===== config.mk =====
export PLATFORM = sky130hd
export DESIGN_NAME = nbj_resolve_unit_flat
export DESIGN_NICKNAME = d
export VERILOG_FILES = /design/src/rtl/nbj_resolve_unit_if.sv /design/src/rtl/nbj_resolve_unit.sv /design/src/flat_wrapper.sv
export SDC_FILE = /design/constraint.sdc
export NUM_CORES = 1
export LEC_CHECK = 0
export CAP_MARGIN = 40
export CORE_MARGIN = 4
export CORE_UTILIZATION = 47
export CTS_CLUSTER_SIZE = 10
export DETAILED_ROUTE_END_ITERATION = 8
export GPL_ROUTABILITY_DRIVEN = 0
export PLACE_DENSITY = 0.71
export SLEW_MARGIN = 20
export SYNTH_ARGS = -nofsm -noshare
export SYNTH_HDL_FRONTEND = slang
export SYNTH_SLANG_ARGS = --single-unit

===== constraint.sdc =====
create_clock -name i_fire -period 6.9 [get_ports i_fire]
set_input_delay 1.035 -clock i_fire [delete_from_list [all_inputs] [get_ports i_fire]]
set_output_delay 1.035 -clock i_fire [all_outputs]
set_load 0.02 [all_outputs]

===== src/rtl/nbj_resolve_unit_if.sv =====
// Push/resolve/correction bundle between the frontend, the backend and nbj_resolve_unit.
// The slave modport is the resolve unit's view; the master modport is the frontend/backend view.
interface nbj_resolve_unit_if;
    logic        i_pushValid;
    logic        o_pushReady;
    logic [2:0]  i_pushType_3;
    logic [31:0] i_pushPc_32;
    logic [31:0] i_pushPredPc_32;
    logic [2:0]  i_pushBtbIndex_3;
    logic        i_resolveValid;
    logic [31:0] i_resolveTarget_32;
    logic [31:0] o_correctPc_32;
    logic [2:0]  o_correctPcIndex_3;
    logic        o_errType;
    logic        o_flush;

    modport slave (
        input  i_pushValid, i_pushType_3, i_pushPc_32, i_pushPredPc_32, i_pushBtbIndex_3,
        input  i_resolveValid, i_resolveTarget_32,
        output o_pushReady, o_correctPc_32, o_correctPcIndex_3, o_errType, o_flush
    );

    modport master (
        output i_pushValid, i_pushType_3, i_pushPc_32, i_pushPredPc_32, i_pushBtbIndex_3,
        output i_resolveValid, i_resolveTarget_32,
        input  o_pushReady, o_correctPc_32, o_correctPcIndex_3, o_errType, o_flush
    );
endinterface


===== src/rtl/nbj_resolve_unit.sv =====
// Holds frontend jump predictions in program order, checks each against the resolved target,
// and emits a one-cycle correction plus flush on mispredict.
//   state    | meaning
//   ST_RUN   | accepting pushes and resolves
//   ST_REDIR | one-cycle redirect: correction outputs live, buffer emptied, inputs ignored
module nbj_resolve_unit #(
    parameter int DEPTH = 8,
    parameter int CNT_W = 16
) (
    input  logic             i_fire,
    input  logic             rst,
    nbj_resolve_unit_if.slave bus,
    output logic [3:0]       o_count_4,
    output logic [CNT_W-1:0] o_mispredictCount_16,
    output logic             o_underflow
);
    localparam int AW = $clog2(DEPTH);
    localparam int PW = AW + 1;
    localparam logic [2:0] TYPE_JALR = 3'd3;

    typedef enum logic {ST_RUN, ST_REDIR} state_t;

    state_t            state_q, state_d;
    logic [PW-1:0]     wr_ptr_q, wr_ptr_d, rd_ptr_q, rd_ptr_d;
    logic [31:0]       corr_pc_q, corr_pc_d;
    logic [2:0]        corr_idx_q, corr_idx_d;
    logic              err_q, err_d, flush_q, flush_d, unf_q, unf_d;
    logic [CNT_W-1:0]  mc_q, mc_d;
    logic              push_en;

    logic [2:0]        type_mem [DEPTH];
    logic [31:0]       pc_mem   [DEPTH];
    logic [31:0]       pred_mem [DEPTH];
    logic [2:0]        idx_mem  [DEPTH];

    logic [PW-1:0]     count;
    logic              full, empty, head_match;
    logic [AW-1:0]     rd_idx, wr_idx;
    logic              unused_head_pc;

    assign count      = wr_ptr_q - rd_ptr_q;
    assign full       = (count == PW'(DEPTH));
    assign empty      = (wr_ptr_q == rd_ptr_q);
    assign rd_idx     = rd_ptr_q[AW-1:0];
    assign wr_idx     = wr_ptr_q[AW-1:0];
    assign head_match = (pred_mem[rd_idx] == bus.i_resolveTarget_32);
    // The jump PC is kept with the entry for debug visibility only.
    assign unused_head_pc = ^pc_mem[rd_idx];

    assign bus.o_pushReady        = (state_q == ST_RUN) && !full;
    assign bus.o_correctPc_32     = corr_pc_q;
    assign bus.o_correctPcIndex_3 = corr_idx_q;
    assign bus.o_errType          = err_q;
    assign bus.o_flush            = flush_q;
    assign o_count_4              = 4'(count);
    assign o_mispredictCount_16   = mc_q;
    assign o_underflow            = unf_q;

    always_comb begin
        state_d    = state_q;
        wr_ptr_d   = wr_ptr_q;
        rd_ptr_d   = rd_ptr_q;
        corr_pc_d  = '0;
        corr_idx_d = '0;
        err_d      = 1'b0;
        flush_d    = 1'b0;
        mc_d       = mc_q;
        unf_d      = unf_q;
        push_en    = 1'b0;
        case (state_q)
            ST_RUN: begin
                if (bus.i_resolveValid && !empty) begin
                    rd_ptr_d = rd_ptr_q + PW'(1);
                    if (head_match) begin
                        // The pop frees a slot this edge, so a push is taken even when full.
                        push_en = bus.i_pushValid;
                    end else begin
                        flush_d = 1'b1;
                        state_d = ST_REDIR;
                        rd_ptr_d = wr_ptr_q;
                        if (~&mc_q) mc_d = mc_q + CNT_W'(1);
                        if (bus.i_resolveTarget_32 != 32'd0) begin
                            corr_pc_d  = bus.i_resolveTarget_32;
                            corr_idx_d = idx_mem[rd_idx];
                            err_d      = (type_mem[rd_idx] != TYPE_JALR);
                        end
                    end
                end else begin
                    if (bus.i_resolveValid) unf_d = 1'b1;
                    push_en = bus.i_pushValid && !full;
                end
                if (push_en) wr_ptr_d = wr_ptr_q + PW'(1);
            end
            ST_REDIR: begin
                rd_ptr_d = wr_ptr_q;
                state_d  = ST_RUN;
            end
            default: state_d = ST_RUN;
        endcase
    end

    always_ff @(posedge i_fire or negedge rst) begin
        if (!rst) begin
            state_q    <= ST_RUN;
            wr_ptr_q   <= '0;
            rd_ptr_q   <= '0;
            corr_pc_q  <= '0;
            corr_idx_q <= '0;
            err_q      <= 1'b0;
            flush_q    <= 1'b0;
            mc_q       <= '0;
            unf_q      <= 1'b0;
        end else begin
            state_q    <= state_d;
            wr_ptr_q   <= wr_ptr_d;
            rd_ptr_q   <= rd_ptr_d;
            corr_pc_q  <= corr_pc_d;
            corr_idx_q <= corr_idx_d;
            err_q      <= err_d;
            flush_q    <= flush_d;
            mc_q       <= mc_d;
            unf_q      <= unf_d;
        end
    end

    always_ff @(posedge i_fire) begin
        if (push_en) begin
            type_mem[wr_idx] <= bus.i_pushType_3;
            pc_mem[wr_idx]   <= bus.i_pushPc_32;
            pred_mem[wr_idx] <= bus.i_pushPredPc_32;
            idx_mem[wr_idx]  <= bus.i_pushBtbIndex_3;
        end
    end
endmodule

===== src/flat_wrapper.sv =====
// flat-port wrapper written by rule: the top's interface ports become plain ports
module nbj_resolve_unit_flat 
#(
    parameter int DEPTH = 8,
    parameter int CNT_W = 16
)
  (i_fire, rst, o_count_4, o_mispredictCount_16, o_underflow, bus_i_pushValid, bus_i_pushType_3, bus_i_pushPc_32, bus_i_pushPredPc_32, bus_i_pushBtbIndex_3, bus_i_resolveValid, bus_i_resolveTarget_32, bus_o_pushReady, bus_o_correctPc_32, bus_o_correctPcIndex_3, bus_o_errType, bus_o_flush);
  nbj_resolve_unit_if bus_i ();
  input  logic i_fire;
  input  logic rst;
  output logic [3:0] o_count_4;
  output logic [CNT_W-1:0] o_mispredictCount_16;
  output logic o_underflow;
  input wire logic [$bits(bus_i.i_pushValid)-1:0] bus_i_pushValid;
  input wire logic [$bits(bus_i.i_pushType_3)-1:0] bus_i_pushType_3;
  input wire logic [$bits(bus_i.i_pushPc_32)-1:0] bus_i_pushPc_32;
  input wire logic [$bits(bus_i.i_pushPredPc_32)-1:0] bus_i_pushPredPc_32;
  input wire logic [$bits(bus_i.i_pushBtbIndex_3)-1:0] bus_i_pushBtbIndex_3;
  input wire logic [$bits(bus_i.i_resolveValid)-1:0] bus_i_resolveValid;
  input wire logic [$bits(bus_i.i_resolveTarget_32)-1:0] bus_i_resolveTarget_32;
  output wire logic [$bits(bus_i.o_pushReady)-1:0] bus_o_pushReady;
  output wire logic [$bits(bus_i.o_correctPc_32)-1:0] bus_o_correctPc_32;
  output wire logic [$bits(bus_i.o_correctPcIndex_3)-1:0] bus_o_correctPcIndex_3;
  output wire logic [$bits(bus_i.o_errType)-1:0] bus_o_errType;
  output wire logic [$bits(bus_i.o_flush)-1:0] bus_o_flush;
  assign bus_i.i_pushValid = bus_i_pushValid;
  assign bus_i.i_pushType_3 = bus_i_pushType_3;
  assign bus_i.i_pushPc_32 = bus_i_pushPc_32;
  assign bus_i.i_pushPredPc_32 = bus_i_pushPredPc_32;
  assign bus_i.i_pushBtbIndex_3 = bus_i_pushBtbIndex_3;
  assign bus_i.i_resolveValid = bus_i_resolveValid;
  assign bus_i.i_resolveTarget_32 = bus_i_resolveTarget_32;
  assign bus_o_pushReady = bus_i.o_pushReady;
  assign bus_o_correctPc_32 = bus_i.o_correctPc_32;
  assign bus_o_correctPcIndex_3 = bus_i.o_correctPcIndex_3;
  assign bus_o_errType = bus_i.o_errType;
  assign bus_o_flush = bus_i.o_flush;
  nbj_resolve_unit #(.DEPTH(DEPTH), .CNT_W(CNT_W)) u_core (.i_fire(i_fire), .rst(rst), .bus(bus_i), .o_count_4(o_count_4), .o_mispredictCount_16(o_mispredictCount_16), .o_underflow(o_underflow));
endmodule

==> results.yml, run 1 <==
global_routing:
  grt_pass1_vias: 8171
  grt_overflow: 0
  antenna_found_initial: 1
  track_usage_pct: 19.4
  grt_max_degree: 51
  grt_pass1_wl_um: 49600
cells_and_area:
  area_delta_synth_final_pct: 22.1
  finalInstanceArea_um2: 17800
  drive_above_1_share_pct: 11.5
  layout_commonest_cell: "edfxtp_1"
  layout.cells.non_filler: 1448
  mostFrequentLayoutCells: "edfxtp_1 (304), clkdlybuf4s50_1 (131), mux2i_1 (94), dfrtp_1 (61), clkbuf_16 (45)"
  layout.nets: 1130
power:
  p_clk_share_pct: 28.7
  seqPwrFrac_pct: 39.9
  powerDensity_nw_per_um2: 395
  leakage_nw: 6.34
  p_sw_share_pct: 31.2
  irDropWorstVdd_mv: 0.209
  p_comb_share_pct: 31.3
  p_int_mw: 4.82
  power_switching_mw: 2.18
clocking:
  htree_levels: 2
  insertion_delay_ps: 520
  hold_buffers: 0
  post-cts-setup-buffer-count: 0
  clockRootBuffer: "clkbuf_16"
  cts_sinks: 366
  cts_resized: 0
  cts_inserted_buffers: 42
  tritoncts: "built"
  ctsLongestPathBuffers: 3
  path_clk_slew_ps: 60
timing:
  fin_setup_tns_ps: 0
  rsz0062_at_grt: "false"
  setup_viol: 0
  fin_crit_ps: 4780
  maxSlewViolCount: 0
  skew_ps: 11.8
  finalCritPeriodShare_pct: 69.2
  relSlewSlack_pct: 54.6
  worst_pin_slew_ps: 681
  max_clock_freq_mhz: 209
  final_hold_viol_count: 0
die:
  rows: 64
  fp.dieArea_um2: 33800
  core_area_um2: 30600
  fp.dieH_um: 184
  initial_utilization_pct: 47.5
  dieWidth_um: 184
  ios: 165
detailed_routing:
  drtIter0Drc: 771
  drt_pass1_iterations: 5
  vias: 8163
  via_per_inst: 5.64
  remaining_drc_errors: 0
  antenna_left: 0
  wl_per_cell_um: 23.1
  routed_wl_um: 33400
yosys:
  synth-seq-area-share_pct: 73.4
  synth_seq_cells: 366
  syn_avg_cell_area_um2: 17.1
  syn_inst: 849
  syn_area_um2: 14500
  ys.flop_type: "edfxtp_1"
  yosysTopAreaCell: "edfxtp_1"
  ys_top_cells_by_area: "edfxtp_1 (63%), dfrtp_1 (11%), mux2i_1 (6.5%)"
  synth_cell_types: 56
  ys_async_sr_fraction_pct: 16.9
  synth_warnings: 0
  synth_top_area_share_pct: 62.8
  synthesis.nets: 962
  synth_edf_count: 304
status:
  status: "finished clean"
worst_setup_path:
  crit_path_top_delay_cell: "dfrtp_1"
  critical_path.cell_chain: "clkinv_1, buf_4, mux2i_1, xor2_1, nand3_1, nor4_2, nand4_2, a211o_1, nor3_2, buf_4"
  required_ps: 7050
  critPathKind: "reg2reg"
  crit_fanout: 38
  startpoint_type: "flop"
  cp_data_arrival_time_ps: 4920
  end_kind: "flop"
  cpMostUsedCell: "buf_4"
  startpoint: "u_core.rd_ptr_q[2]"
  r2r_start: "u_core.rd_ptr_q[2]"
  slowest_delay_ps: 770
hold_path:
  hold_path.class: "in2async"
place:
  hpwlAfterDp_um: 20800
  post-place-cells: 1367
  placed_cell_area_um2: 16400
  port_buffers: 132
job:
  maxCapViolCount: 0
## cell type report
class                   instances  area [um2]
fillers                      2318       12800
flip-flops and latches        366       10700
multi-input cells             437        3690
repair buffers                159        1590
clock buffers                  78        1250
well taps                     396         495
inverters                      11        41.3
diodes                          1        2.50
## critical path, delay by kind of cell, from the launching register on
kind	cells	cell delay, ps
xor+xnor	1	210
mux	1	280
flops	1	770
compound gates	1	580
buf+inv	3	1390
simple gates	4	1130
## cell usage after synthesis (all sizes together) (3+ instances only)
library cell	n
ha	6
nor2	18
and2	33
a22oi	33
inv	10
o22a	8
clkbuf	13
a21boi	3
dfrtp	62
o22ai	4
edfxtp	304
nand2	27
a22o	9
and4	4
mux2i	94
nor3	13
mux2	9
a21oi	20
or3	8
nand3b	3
nand3	12
xnor2	8
buf	22
o21ai	9
and3	17
nor4	20
nor2b	4
mux4	24
nand4	7
xor2	20
## power by group through the flow
stage               sequential (mW)  clock, mW  combinational, mW
finish                         2.80       2.01               2.20
floorplan                      2.89          0               1.35
global route                   2.82       2.15               2.37
global placement               2.91          0               2.03
CTS                            2.86       2.05               2.12
detailed placement             2.90          0               2.10
## stage by stage
stage	worst slack, ps	hold slack, ps	utilization, %	power (mW)
after floorplan	154	474	-	4.24
after global placement	1910	463	53.6	4.94
after detailed placement	1910	473	53.8	5.01
after CTS	1810	450	57.8	7.03
after global routing	1870	481	58.0	7.34
final	2120	452	58.0	7.01
## flip-flops by register name, summed over array words and instances (netlist names)
register                       flops
u_core.idx_mem                    24
u_core.wr_ptr_q                    4
u_core.pred_mem                  256
u_core.type_mem                   24
u_core.rd_ptr_q                    4
u_core.o_mispredictCount_16       16
u_core.bus.o_correctPc_32         32
u_core.bus.o_errType               1
u_core.o_underflow                 1
u_core.bus.o_flush                 1
u_core.bus.o_correctPcIndex_3      3
## cell families after synthesis
family                     after synthesis  share of synthesized area, %
xor gates and xnor gates                28                          1.69
muxes                                  127                          10.9
DFF                                    366                          73.4
AOI/OAI and AO/OA                       98                          4.73
adders and majority gates                7                         0.654
buffers and inverters                   46                          1.61
and+or+nand+nor                        177                          6.96
## layer usage
| metal | share of wire [%] | GRT usage, % | up-vias |
|---|---|---|---|
| li1 | - | - | 3678 |
| met1 | 43 | 28.0 | 4163 |
| met2 | 48 | 31.4 | 273 |
| met3 | 6.7 | 3.23 | 47 |
| met4 | 2.1 | 4.79 | 2 |
| met5 | 0.039 | 0 | - |
## path summary, 6_finish.rpt
path                                                    endpoint  slack, ps  depth (start not counted)
worst max-delay path                       u_core.pred_mem[6][2]       2120                         10
worst min-delay path            u_core.bus.o_correctPcIndex_3[1]        450                          1
worst max register to register             u_core.pred_mem[6][2]       2120                         10
worst min register to register                u_core.o_underflow        490                          1
max in group asynchronous           u_core.bus.o_correctPc_32[4]       5890                          2
min in group i_fire                           u_core.o_underflow        490                          1
No activity file was read; power rests on OpenSTA's default activity.
==> run 2: changes to the inputs <==
PLACE_DENSITY = 0.69   (was 0.71)
clock period = 4.73 ns   (was 6.9 ns; I/O delays follow)
==> results.yml, run 2 (synthesized netlist as in run 1, its figures left out) <==
die:
  fp.dieArea_um2: 33800
  ios: 165
  core_area_um2: 30600
  dieWidth_um: 184
  initial_utilization_pct: 47.5
  rows: 64
  fp.dieH_um: 184
cells_and_area:
  layout_commonest_cell: "edfxtp_1"
  area_delta_synth_final_pct: 23.1
  mostFrequentLayoutCells: "edfxtp_1 (304), clkdlybuf4s50_1 (131), mux2i_1 (94), dfrtp_1 (61), clkbuf_16 (43)"
  layout.nets: 1142
  finalInstanceArea_um2: 17900
  top_register: "u_core.pred_mem"
  drive_above_1_share_pct: 12.5
  largest_reg_flops: 256
place:
  port_buffers: 132
  hpwlAfterDp_um: 22100
  placed_cell_area_um2: 16700
detailed_routing:
  drtIter0Drc: 714
  remaining_drc_errors: 0
  vias: 8359
  wl_per_cell_um: 23.7
  antenna_left: 0
  drt_pass1_iterations: 5
  routed_wl_um: 34500
  via_per_inst: 5.73
timing:
  max_clock_freq_mhz: 227
  skew_ps: 16.1
  maxSlewViolCount: 0
  finalCritPeriodShare_pct: 93.1
  fin_setup_tns_ps: 0
  rsz0062_at_grt: "false"
  worst_pin_slew_ps: 837
  fin_crit_ps: 4410
  relSlewSlack_pct: 44.2
  setup_viol: 0
  final_hold_viol_count: 0
worst_setup_path:
  cpMostUsedCell: "buf_4"
  slowest_delay_ps: 680
  end_kind: "flop"
  regToRegSetupSlack_ps: 320
  required_ps: 4910
  crit_path_top_delay_cell: "dfrtp_4"
  critical_path.cell_chain: "buf_4, mux4_2, mux2i_1, xor2_1, o2111ai_1, nor4_1, buf_4, nand4_2, a211o_1, nor4_4, buf_4"
  crit_fanout: 21
  cp_data_arrival_time_ps: 4580
  critPathKind: "reg2reg"
  startpoint_type: "flop"
global_routing:
  antenna_found_initial: 2
  grt_max_degree: 47
  grt_pass1_vias: 8395
  grt_pass1_wl_um: 51400
  track_usage_pct: 20.1
  grt_overflow: 0
power:
  leakage_nw: 6.40
  p_clk_share_pct: 28.1
  seqPwrFrac_pct: 40.3
  irDropWorstVdd_mv: 0.329
  p_comb_share_pct: 31.6
  finalPower_mw: 10.3
  power_switching_mw: 3.26
  p_int_mw: 7.01
  powerDensity_nw_per_um2: 574
  p_sw_share_pct: 31.7
clocking:
  htree_levels: 2
  cts_inserted_buffers: 42
  insertion_delay_ps: 520
  cts_sinks: 366
  path_clk_slew_ps: 60
  ctsLongestPathBuffers: 3
  tritoncts: "built"
  clockRootBuffer: "clkbuf_16"
hold_path:
  hold_path.class: "in2async"
job:
  maxCapViolCount: 0
status:
  status: "finished clean"
==> run 2: repair_timing <==
action / in CTS / in global routing
buffers inserted: 0 / 0
hold buffers: 0 / 0
endpoints found under the setup margin: 0 / 1
gates resized for setup: 0 / 1
==> run 2: area by class of cell <==
type | instances | area [um2]
Fill cell | 2306 | 12700
Inverter | 11 | 41.3
Clock inverter | 1 | 8.76
Timing Repair Buffer | 171 | 1710
Antenna cell | 1 | 2.50
Clock buffer | 76 | 1210
Sequential cell | 366 | 10700
Multi-Input combinational cell | 437 | 3740
Tap cell | 396 | 495
==> run 2: path summary, 6_finish.rpt <==
| check | cells after the start | start | endpoint |
|---|---|---|---|
| min in group i_fire | 1 | u_core.o_underflow | u_core.o_underflow |
| setup reg to reg | 11 | u_core.rd_ptr_q[0] | u_core.pred_mem[3][9] |
| hold / removal | 1 | rst | u_core.o_mispredictCount_16[10] |
| max in group asynchronous | 2 | rst | u_core.rd_ptr_q[0] |
| setup / recovery | 11 | u_core.rd_ptr_q[0] | u_core.pred_mem[3][9] |
| hold reg to reg | 1 | u_core.o_underflow | u_core.o_underflow |
==> run 2: per-stage QoR <==
| stage | hold WS, ps | util, % | std cells | worst slack, ps |
|---|---|---|---|---|
| floorplan | 414 | - | 849 | -428 |
| global placement | 439 | 54.4 | 1380 | 341 |
| detailed placement | 449 | 54.5 | 1381 | 262 |
| CTS | 42.7 | 58.5 | 1458 | 252 |
| global route | 52.0 | 58.5 | 1459 | 64.4 |
| finish | 55.9 | 58.5 | 1459 | 324 |
==> run 2: worst max-delay path, delay by kind of cell, from the launching register on <==
kind            cells  cell delay, ps
xor+xnor            1             160
mux                 2             700
buf+inv             3             960
compound gates      2             740
flops               1             680
simple gates        3             780
==> run 2: power by group through the flow <==
stage	Sequential, mW	Combinational (mW)	Clock [mW]
floorplan	4.21	1.99	0
global placement	4.19	3.19	0
detailed placement	4.20	3.24	0
CTS	4.14	3.25	2.95
global route	4.18	3.47	3.08
finish	4.14	3.25	2.88
==> run 2: routing by layer <==
metal	vias up	GRT usage, %	part of all wire [%]
met1	4249	28.3	42
met5	-	0	0.020
met4	2	6.57	2.4
met3	54	3.72	7.2
li1	3707	-	-
met2	347	32.1	48
==> run 3: changes to the inputs <==
PLACE_DENSITY = 0.66   (was 0.69)
SETUP_SLACK_MARGIN = 0.1   (was not set)
==> results.yml, run 3 (synthesized netlist as in run 1, its figures left out) <==
worst_setup_path:
  startpoint_type: "flop"
  end_kind: "primary output"
  crit_path_top_delay_cell: "dfrtp_1"
  required_ps: 4020
  cp.depth: 9
  slowest_delay_ps: 870
  critPathKind: "reg2out"
  crit_fanout: 18
  r2r_cells: 12
  critical_path.cell_chain: "buf_4, inv_1, ha_1, nor2b_1, o21ai_0, and3_1, nor3_1, nor2_1, clkdlybuf4s50_1"
  crit_family: "buffers and inverters"
  cp_data_arrival_time_ps: 3610
  worst-path-buf-inv: 3
die:
  fp.dieArea_um2: 33800
  rows: 64
  fp.dieH_um: 184
  dieWidth_um: 184
  core_area_um2: 30600
  initial_utilization_pct: 47.5
  ios: 165
detailed_routing:
  routed_wl_um: 33600
  antenna_left: 0
  wl_met1_um: 14300
  wl_per_cell_um: 23.0
  wl_met3_um: 2250
  vias: 8206
  drtIter0Drc: 614
  remaining_drc_errors: 0
  via_per_inst: 5.62
  drt_pass1_iterations: 5
  dr_wl_met2_um: 16300
  highest_layer: "met4"
clocking:
  cts_sinks: 366
  path_clk_slew_ps: 50
  cts_inserted_buffers: 43
  cts_resized: 0
  clockRootBuffer: "clkbuf_16"
  insertion_delay_ps: 520
  htree_levels: 2
  ctsLongestPathBuffers: 3
  tritoncts: "built"
  hold_buffers: 0
  post-cts-setup-buffer-count: 0
timing:
  setup_viol: 0
  worst_pin_slew_ps: 819
  fin_setup_tns_ps: 0
  relSlewSlack_pct: 45.4
  max_clock_freq_mhz: 231
  finalCritPeriodShare_pct: 91.3
  rsz0062_at_grt: "false"
  maxSlewViolCount: 0
  skew_ps: 10.5
  fin_crit_ps: 4320
  hold_ws_ps: 99.8
  final_hold_viol_count: 0
global_routing:
  grt_overflow: 0
  grt_pass1_wl_um: 50700
  track_usage_pct: 19.9
  antenna_found_initial: 0
  grt_max_degree: 68
  grt_pass1_vias: 8234
place:
  hpwlAfterDp_um: 21200
  port_buffers: 132
power:
  leakage_nw: 6.45
  powerDensity_nw_per_um2: 576
  irDropWorstVdd_mv: 0.323
cells_and_area:
  multi_input_area_um2: 3750
  nFillCells: 2303
  layout_commonest_cell: "edfxtp_1"
  num_antenna_cells: 0
  top_register: "u_core.pred_mem"
  layout.nets: 1143
  drive_above_1_share_pct: 13.0
  largest_reg_flops: 256
  area_delta_synth_final_pct: 23.9
  regArea_um2: 10700
  mostFrequentLayoutCells: "edfxtp_1 (304), clkdlybuf4s50_1 (131), mux2i_1 (94), dfrtp_1 (61), clkbuf_16 (45)"
job:
  maxCapViolCount: 0
hold_path:
  hold_path.class: "in2async"
status:
  status: "finished clean"
## run 3: cell types whose count changed in the layout (fill, tap and decap cells not counted), sizes merged
| cell | change |
|---|---|
| inv | -1 |
| diode | -1 |
| clkbuf | +1 |
| bufinv | +1 |
| clkinv | +1 |
## run 3: metrics by stage
step           power [mW]  std cells  util (%)  setup slack, ps  cell area [um2]
2_1_floorplan        6.20        849         -             -428            14600
3_3_place_gp         7.39       1380      54.5              617            16700
3_5_place_dp         7.43       1381      54.6              557            16700
4_1_cts              10.5       1460      58.9              392            18000
5_1_grt              10.9       1460      58.9              204            18000
6_report             10.4       1460      58.9              410            18000
## run 3: layer usage
metal | global-route usage, % | up-vias
li1 | - | 3710
met5 | 0 | -
met2 | 32.1 | 264
met3 | 3.74 | 58
met4 | 5.65 | 0
met1 | 28.1 | 4174
## run 3: layout make-up
type / instances / share of cell area, %
Clock buffer: 77 / 7.03
Clock inverter: 2 / 0.194
Inverter: 11 / 0.229
Multi-Input combinational cell: 437 / 20.8
Sequential cell: 366 / 59.3
Tap cell: 396 / 2.75
Timing Repair Buffer: 171 / 9.68
## run 3: final timing paths
kind                                             endpoint               start  slack (ps)
min in group i_fire                    u_core.o_underflow  u_core.o_underflow         460
hold / removal             u_core.o_mispredictCount_16[4]                 rst         100
max in group asynchronous              u_core.rd_ptr_q[0]                 rst        4080
hold reg to reg                        u_core.o_underflow  u_core.o_underflow         460
setup reg to reg                   u_core.pred_mem[3][22]  u_core.rd_ptr_q[0]         540
setup / recovery                          bus_o_pushReady  u_core.rd_ptr_q[1]         410
## run 3: power by group
part	switching, mW	leakage, nW	internal (mW)
logic	1.80	2.29	1.43
clock network	1.18	0.622	1.85
registers	0.254	3.54	3.87
total	3.23	6.45	7.15
